$ cat src/rtl/cgra_pkg.sv
// Shared CGRA definitions: PE config frame width and the context-sequencer state encoding.
package cgra_pkg;

  localparam int CGRA_FRAME_WIDTH = 64;

  typedef enum logic [1:0] {
    SEQ_IDLE,
    SEQ_FETCH,
    SEQ_ISSUE,
    SEQ_DONE
  } seq_state_t;

endpackage

$ cat src/rtl/cgra_ctx_mem.sv
// Context store: 1W/1R, one-cycle synchronous read, read data holds while rd_en_i is low.
// No reset on the array or the read register; the sequencer gates the output until the first fetch.
module cgra_ctx_mem #(
  parameter int DEPTH = 16,
  parameter int WIDTH = 64,
  parameter int AW    = $clog2(DEPTH)
) (
  input  logic             clk,
  input  logic             wr_en_i,
  input  logic [AW-1:0]    wr_addr_i,
  input  logic [WIDTH-1:0] wr_data_i,
  input  logic             rd_en_i,
  input  logic [AW-1:0]    rd_addr_i,
  output logic [WIDTH-1:0] rd_data_o
);

  logic [WIDTH-1:0] mem_q [DEPTH];
  logic [WIDTH-1:0] rd_data_q;

  always_ff @(posedge clk) begin
    if (wr_en_i) mem_q[wr_addr_i] <= wr_data_i;
    if (rd_en_i) rd_data_q <= mem_q[rd_addr_i];
  end

  assign rd_data_o = rd_data_q;

endmodule

$ cat src/rtl/cgra_pe_cfg_sequencer.sv
// Replays a window [base..last] of the context store onto a PE for N iterations, one frame/cycle.
// First frame valid 2 cycles after start; stall holds the current frame, abort returns to IDLE.
import cgra_pkg::*;

module cgra_pe_cfg_sequencer #(
  parameter int FRAME_WIDTH = CGRA_FRAME_WIDTH,
  parameter int CTX_DEPTH   = 16,
  parameter int CTX_AW      = $clog2(CTX_DEPTH),
  parameter int CNT_WIDTH   = 16
) (
  input  logic                   clk,
  input  logic                   rst_n,
  input  logic                   ctx_wr_en,
  input  logic [CTX_AW-1:0]      ctx_wr_addr,
  input  logic [FRAME_WIDTH-1:0] ctx_wr_data,
  input  logic                   start,
  input  logic                   abort,
  input  logic [CTX_AW-1:0]      base_addr,
  input  logic [CTX_AW-1:0]      last_addr,
  input  logic [CNT_WIDTH-1:0]   iter_count,
  input  logic                   stall,
  output logic [FRAME_WIDTH-1:0] config_frame,
  output logic                   config_valid,
  output logic                   busy,
  output logic                   done,
  output logic [CTX_AW-1:0]      ctx_idx,
  output logic [CNT_WIDTH-1:0]   iter_idx
);

  seq_state_t             state_q, state_d;
  logic [CTX_AW-1:0]      pc_q, pc_d;
  logic [CTX_AW-1:0]      base_q, base_d;
  logic [CTX_AW-1:0]      last_q, last_d;
  logic [CNT_WIDTH-1:0]   iter_q, iter_d;
  logic [CNT_WIDTH-1:0]   tgt_q, tgt_d;
  logic                   frame_vld_q, frame_vld_d;
  logic                   rd_en;
  logic [CTX_AW-1:0]      rd_addr;
  logic [FRAME_WIDTH-1:0] rd_data;
  logic [CTX_AW-1:0]      pc_inc;

  assign pc_inc = CTX_AW'(pc_q + 1'b1);

  always_comb begin
    state_d     = state_q;
    pc_d        = pc_q;
    base_d      = base_q;
    last_d      = last_q;
    iter_d      = iter_q;
    tgt_d       = tgt_q;
    frame_vld_d = frame_vld_q;
    rd_en       = 1'b0;
    rd_addr     = pc_q;
    case (state_q)
      SEQ_IDLE: begin
        if (start) begin
          base_d  = base_addr;
          last_d  = last_addr;
          tgt_d   = (iter_count == '0) ? CNT_WIDTH'(1) : iter_count;
          pc_d    = base_addr;
          iter_d  = '0;
          state_d = SEQ_FETCH;
        end
      end
      SEQ_FETCH: begin
        rd_en       = 1'b1;
        rd_addr     = pc_q;
        frame_vld_d = 1'b1;
        state_d     = SEQ_ISSUE;
      end
      SEQ_ISSUE: begin
        // The store is addressed with next_pc so the following frame lands with no bubble.
        if (!stall) begin
          if (pc_q != last_q) begin
            pc_d    = pc_inc;
            rd_en   = 1'b1;
            rd_addr = pc_inc;
          end else if (iter_q < tgt_q - 1'b1) begin
            iter_d  = iter_q + 1'b1;
            pc_d    = base_q;
            rd_en   = 1'b1;
            rd_addr = base_q;
          end else begin
            state_d = SEQ_DONE;
          end
        end
      end
      SEQ_DONE: state_d = SEQ_IDLE;
      default:  state_d = SEQ_IDLE;
    endcase
    if (abort && state_q != SEQ_IDLE) begin
      state_d = SEQ_IDLE;
      pc_d    = pc_q;
      iter_d  = iter_q;
      rd_en   = 1'b0;
    end
  end

  always_ff @(posedge clk or negedge rst_n) begin
    if (!rst_n) begin
      state_q     <= SEQ_IDLE;
      pc_q        <= '0;
      base_q      <= '0;
      last_q      <= '0;
      iter_q      <= '0;
      tgt_q       <= '0;
      frame_vld_q <= 1'b0;
    end else begin
      state_q     <= state_d;
      pc_q        <= pc_d;
      base_q      <= base_d;
      last_q      <= last_d;
      iter_q      <= iter_d;
      tgt_q       <= tgt_d;
      frame_vld_q <= frame_vld_d;
    end
  end

  cgra_ctx_mem #(
    .DEPTH (CTX_DEPTH),
    .WIDTH (FRAME_WIDTH),
    .AW    (CTX_AW)
  ) u_ctx_mem (
    .clk       (clk),
    .wr_en_i   (ctx_wr_en && (state_q == SEQ_IDLE)),
    .wr_addr_i (ctx_wr_addr),
    .wr_data_i (ctx_wr_data),
    .rd_en_i   (rd_en),
    .rd_addr_i (rd_addr),
    .rd_data_o (rd_data)
  );

  // Read register has no reset, so mask it until a fetch has filled it.
  assign config_frame = frame_vld_q ? rd_data : '0;
  assign config_valid = (state_q == SEQ_ISSUE) && !stall;
  assign busy         = (state_q != SEQ_IDLE);
  assign done         = (state_q == SEQ_DONE);
  assign ctx_idx      = pc_q;
  assign iter_idx     = iter_q;

endmodule

$ cat config.mk
export PLATFORM = sky130hd
export DESIGN_NAME = cgra_pe_cfg_sequencer
export DESIGN_NICKNAME = d
export VERILOG_FILES = /design/src/rtl/cgra_pkg.sv /design/src/rtl/cgra_ctx_mem.sv /design/src/rtl/cgra_pe_cfg_sequencer.sv
export SDC_FILE = /design/constraint.sdc
export NUM_CORES = 1
export LEC_CHECK = 0
export ABC_CLOCK_PERIOD_IN_PS = 13050
export CORE_MARGIN = 2
export CORE_UTILIZATION = 55
export CTS_BUF_LIST = sky130_fd_sc_hd__clkbuf_8
export CTS_CLUSTER_SIZE = 25
export DETAILED_ROUTE_END_ITERATION = 10
export PLACE_DENSITY = 0.8
export SLEW_MARGIN = 25
export SYNTH_ARGS = -nofsm -noshare
export SYNTH_HDL_FRONTEND = slang
export SYNTH_SLANG_ARGS = --single-unit
$ cat constraint.sdc
create_clock -name clk -period 13.05 [get_ports clk]
set_input_delay 1.9575 -clock clk [delete_from_list [all_inputs] [get_ports clk]]
set_output_delay 1.9575 -clock clk [all_outputs]
set_load 0.02 [all_outputs]
### Yosys cells after proc, flatten, opt, wreduce, memory -nomap -nowiden

Memory sizes are Yosys's and may differ from the RTL's. A register that Yosys moved wholly into a read port is not among the register bits.
Cells that the tools add are included.

* flip-flop bits (word level): 47
* RAM bits: 1024
* input port bits: 98
* logic and storage cells: 63
* memories kept: 1

Memory list
* u_ctx_mem.mem_q: depth 16, bits a word 64, read ports 1, clocked after memory_dff 1, write ports 1, RTL line cgra_ctx_mem.sv:17 `logic [WIDTH-1:0] mem_q [DEPTH];`

* $add $sub $neg: 3
* magnitude comparators: 1
* equality and inequality tests: 12
* multiplexer cells: 26
* bitwise operators: 1
* reductions and logical operators: 12

Operators by type and width (count)
* two-way mux 16 bit: 5
* two-way mux 64 bit: 1
* one-hot mux 16 bit (2 select lines): 1
* two-way mux 4 bit: 5
* adder 16 x 1 -> 16 bit (second input constant): 1
* logical NOT 16 bit: 1
* less-than comparator 16 bit: 1
* subtractor 16 x 1 -> 16 bit (second input constant): 1
* inequality test 3 bit (second input constant): 4
* two-way mux 2 bit: 5
* inequality test 2 bit (second input constant): 4
* one-hot mux 2 bit (4 select lines): 1
* one-hot mux 4 bit (2 select lines): 1
* two-way mux 1 bit: 6
* AND reduction 6 bit: 1
* adder 4 x 1 -> 4 bit (second input constant): 1
* equality test 2 bit (second input constant): 2
* inequality test 4 bit: 1
* AND reduction 4 bit: 1
* nonzero test 2 bit: 2
* logical AND 1 bit: 3
* AND reduction 3 bit: 1
* equality test 2 x 1 -> 1 bit (second input constant): 1
* logical NOT 2 bit: 1
* other kinds (4): 4

### Depth between registers and ports, before layout

* depth in word-level cells: 7
* mapped depth: 21

### Cells and area by module

From an unflattened synthesis, not the netlist that was laid out.

* cells, all modules: 2049
* area total of the unflattened synthesis: 43827.0 sq um

By module, submodules not included
* cgra_ctx_mem: times used 1, cells an instance 1647, area each 40222.3 sq um, seq. area each 32671.3 sq um
* cgra_pe_cfg_sequencer: times used 1, cells an instance 402, area each 3604.7 sq um, seq. area each 1176.1 sq um

### Worst setup path after synthesis

OpenSTA, ideal clock, no wires.

* kind: input to register
* start point: input ctx_wr_addr[2]
* end point: memory u_ctx_mem.mem_q[0][0] (enable)
* data arrival time: 6.741 ns
* data required time: 12.485 ns
* path slack: 5.743 ns
* cell stages on the path: 2
* path buffers: 0
* cells stage by stage: or3_1 nor3_1

RTL lines
* from (decl): RTL line cgra_pe_cfg_sequencer.sv:14 `input logic [CTX_AW-1:0] ctx_wr_addr,`
* to (decl): RTL line cgra_ctx_mem.sv:17

No word-level cell before the write port.

### Worst setup path in the final report

* start point: register tgt_q[4]
* end point: register u_ctx_mem.rd_data_q[5], in the netlist u_ctx_mem.rd_data_o[5], read port of u_ctx_mem.mem_q (data pin)

* cells in the longest elaborated chain, start to end: 7

RTL lines
* from (decl): RTL line cgra_pe_cfg_sequencer.sv:35 `logic [CNT_WIDTH-1:0] tgt_q, tgt_d;`
* from (signal assigned): RTL line cgra_pe_cfg_sequencer.sv:114 `tgt_q <= tgt_d;`
* subtractor 16 x 1 -> 16 bit *: RTL line cgra_pe_cfg_sequencer.sv:78 `end else if (iter_q < tgt_q - 1'b1) begin`
* less-than comparator 16 bit *: RTL line cgra_pe_cfg_sequencer.sv:78
* two-way mux 1 bit: RTL line cgra_pe_cfg_sequencer.sv:78
* two-way mux 1 bit: RTL line cgra_pe_cfg_sequencer.sv:74 `if (pc_q != last_q) begin`
* two-way mux 1 bit: RTL line cgra_pe_cfg_sequencer.sv:73 `if (!stall) begin`
* one-hot mux 1 bit (2 select lines): RTL line cgra_pe_cfg_sequencer.sv:54 `case (state_q)`
* two-way mux 1 bit: RTL line cgra_pe_cfg_sequencer.sv:91 `if (abort && state_q != SEQ_IDLE) begin`
* to (decl): RTL line cgra_ctx_mem.sv:18 `logic [WIDTH-1:0] rd_data_q;`

Every way passes the cells marked *; elsewhere a longest branch is shown, timed or not.
A chain may end at the register's enable or synchronous reset.

==> results.cfg <==
[status]
run_status = finished clean

[sta]
setup_total_negative_slack_ns = 0
timing.slew.headroom_pct = 25.9
finalHoldWorstSlack_ns = 0.538
setup_viol = 0
final_critical_path_setup_slack_ns = 6.51
worst_slew_pin_slew_ns = 1.11
setup_repair_after_global_routing_missed_its_margin = false
fin_skew_ns = 0.0349
final.min_clock_period_ns = 6.54
fin_crit_sh_pct = 50.1
drv_slew = 0
maxClockFrequency_mhz = 153
hold_viol = 0

[pwr]
p_total_mw = 11.2
pd_cells_nw_per_um2 = 216
swShare_pct = 38.0
p_leak_nw = 17.6
switching_power_mw = 4.25
worst_ir_drop_vdd_uv = 197
internal_power_mw = 6.92
part_of_the_power_in_registers_pct = 39.6
power_frac_comb_pct = 36.7
clockPowerShare_pct = 23.8

[synth]
synthDistinctLibCells = 66
syn_avg_cell_area_um2 = 13.5
postSynthCellCount = 3387
synthesis.nets = 3507
cell_types_occupying_the_most_area_after_synthesis = edfxtp_1 (71%), nand2_1 (6.9%), nand3_1 (3.9%)
post-synth-top-area-fraction_pct = 71.5
synthTopCellsByCount = edfxtp_1 (1088), nand2_1 (835), nand3_1 (357), clkbuf_1 (95), a21oi_1 (89)
synthesis.yosys.warnings = 0
synth_enable_flop_cells = 1088
ys_ff_latch = 1135
most_used_flip_flop_cell_after_synthesis = edfxtp_1
ys_async_sr_fraction_pct = 4.14
mappedNetlistArea_um2 = 45700
synthDominantAreaCellType = edfxtp_1
yosysSeqAreaShare_pct = 74.1
synth_most_common_cell = edfxtp_1

[worst_setup_path]
critical_path.slowest_cell = buf_4
worstSetupPathDepth = 20
required_worst_endpoint_ns = 13.60
timing.critical_path.fanout_max = 171
type_of_destination_of_the_critical_path = register
crit_buf_inv = 4
r2r_cells = 20
crit_family = simple AND/OR/NAND/NOR gates
critPathKind = reg -> reg
reg2reg_setup_slack_ns = 6.51
timing.critical_path.from_type = register
cpMostUsedCell = buf_4
critical_path.max_stage_delay_ns = 0.73
worst_path_arrival_ns = 7.10
timing.critical_path.cells = nor3_1 -> nand2b_1 -> nor4_1 -> nand2_1 -> or2_2 -> nor4_1 -> xnor2_1 -> ha_1 -> nand4_1 -> nor2_1 -> and3_1 -> nor4_4 -> buf_4 -> nor3_4 -> buf_4 -> buf_12 -> nand2_2 -> buf_4 -> o2111ai_1 -> nand3_1

[drt]
route.antenna.remaining_nets = 0
vias_per_cell = 6.34
vias = 30412
initialDrtViolationCount = 4245
routed_wire_length_per_instance_um = 24.8
drt_wl_total_um = 119000
firstDrtPassIters = 6
detail_route.drc_violations = 0

[clock_tree]
cts.repair_timing.setup_buffer_count = 0
cts-hold-fix-buffers = 0
cts_root_buffer = clkbuf_8
tritoncts = built
clock-sinks = 1135
worstSkewPairLatency_ns = 0.84
cts-root-to-sink-buffers = 3
htreeDepth = 4
tritoncts.num_buffers = 168
cts.repair.resized = 0
cts.clk_slew.worst_paths_ns = 0.06

[placement]
hpwlAfterDp_um = 60000
place_area_um2 = 48500
pre_cts_slack_ns = 5.96
place_congestion = 0.813
port_buffers = 184
place.detailed.instances = 4486

[finish]
flow.area_growth_from_synthesis_pct = 13.0
final_util_pct = 62.8
final_nets = 3707
final-instance-count-excl-fill = 4795
drive_above_1_share_pct = 9.31
postLayoutCellArea_um2 = 51700

[floorplan]
coreArea_um2 = 82200
rows = 105
ios = 185
die_span_in_x_um = 292
die_area_um2 = 85400
initial_core_util_pct = 55.6
die_height_um = 292

[global_route]
gr-total-overflow = 0
wire_length_of_the_first_global_routing_pass_um = 175000
grt_start_max_net_pins = 236
first_global_vias = 29467
gr-usage-all-layers_pct = 27.4
grt_antenna_before_repair = 14

[run]
drv.max_cap_violation_count = 0

[worst_hold_path]
hold_path_class = reg -> reg
min_path_cells = 1
==> kinds of logic after synthesis <==
| logic type | synth area share, % |
|---|---|
| AO/OA/AOI/OAI | 6.84 |
| AND/OR/NAND/NOR | 14.4 |
| flip-flops | 74.1 |
| XOR/XNOR | 0.586 |
| multiplexers | 1.05 |
| buffers and inverters | 2.43 |
| adder cells (fa/ha/maj) | 0.602 |
==> state kept, by name, indices dropped and copies added, names as in the netlist <==
name                 flops
base_q                   4
ctx_idx                  4
frame_vld_q              1
iter_idx                16
last_q                   4
state_q                  2
tgt_q                   16
u_ctx_mem.mem_q       1024
u_ctx_mem.rd_data_o     64
==> worst register-to-register path: stages (launching register included) <==
cell       delay (ns)
dfrtp_1          0.40
nor3_1           0.25
nand2b_1         0.14
nor4_1           0.28
nand2_1          0.13
or2_2            0.32
nor4_1           0.26
xnor2_1          0.12
ha_1             0.30
nand4_1          0.13
nor2_1           0.23
and3_1           0.42
nor4_4           0.08
buf_4            0.36
nor3_4           0.25
buf_4            0.73
buf_12           0.73
nand2_2          0.18
buf_4            0.41
o2111ai_1        0.40
nand3_1          0.17
==> power by group through the flow <==
stage | sequential, mW | clock [mW] | combinational [mW]
floorplan | 4.45 | 0 | 2.76
global placement | 4.49 | 0 | 3.88
detailed placement | 4.50 | 0 | 4.00
CTS | 4.42 | 2.67 | 4.03
global route | 4.44 | 2.83 | 4.41
finish | 4.42 | 2.65 | 4.09
==> area by class of cell <==
cell class              instances  area [um2]
clock buffers                 174        2390
diodes                          7        17.5
fillers                      5771       30600
well taps                    1070        1340
flip-flops and latches       1135       33800
inverters                      17        63.8
clock inverters               127         676
repair buffers                247        2360
multi-input cells            2018       10900
==> cell usage in the layout (no fill, tap or decap), types with 59 or more instances in the layout <==
cell	n
and2_1	64
edfxtp_1	1088
buf_4	59
nor2_1	59
a21oi_1	89
nand3_1	357
nand2_1	835
inv_1	69
clkbuf_8	174
a31oi_1	66
a221oi_1	88
clkdlybuf4s50_1	183
==> path summary, 6_finish.rpt <==
kind                            startpoint                      to
worst max-delay path              tgt_q[4]  u_ctx_mem.rd_data_o[5]
worst min-delay path             last_q[0]               last_q[0]
worst max register to register    tgt_q[4]  u_ctx_mem.rd_data_o[5]
worst min register to register   last_q[0]               last_q[0]
max in group asynchronous            rst_n             frame_vld_q
min in group asynchronous            rst_n            iter_idx[10]
==> routing by layer <==
layer	global-route usage [%]	share of wire (%)	vias up
met5	0	0.066	-
met4	11.9	3.4	12
li1	-	-	13171
met3	6.79	12	292
met2	43.0	47	2137
met1	36.9	37	14800
No activity file was read; power rests on OpenSTA's default activity.
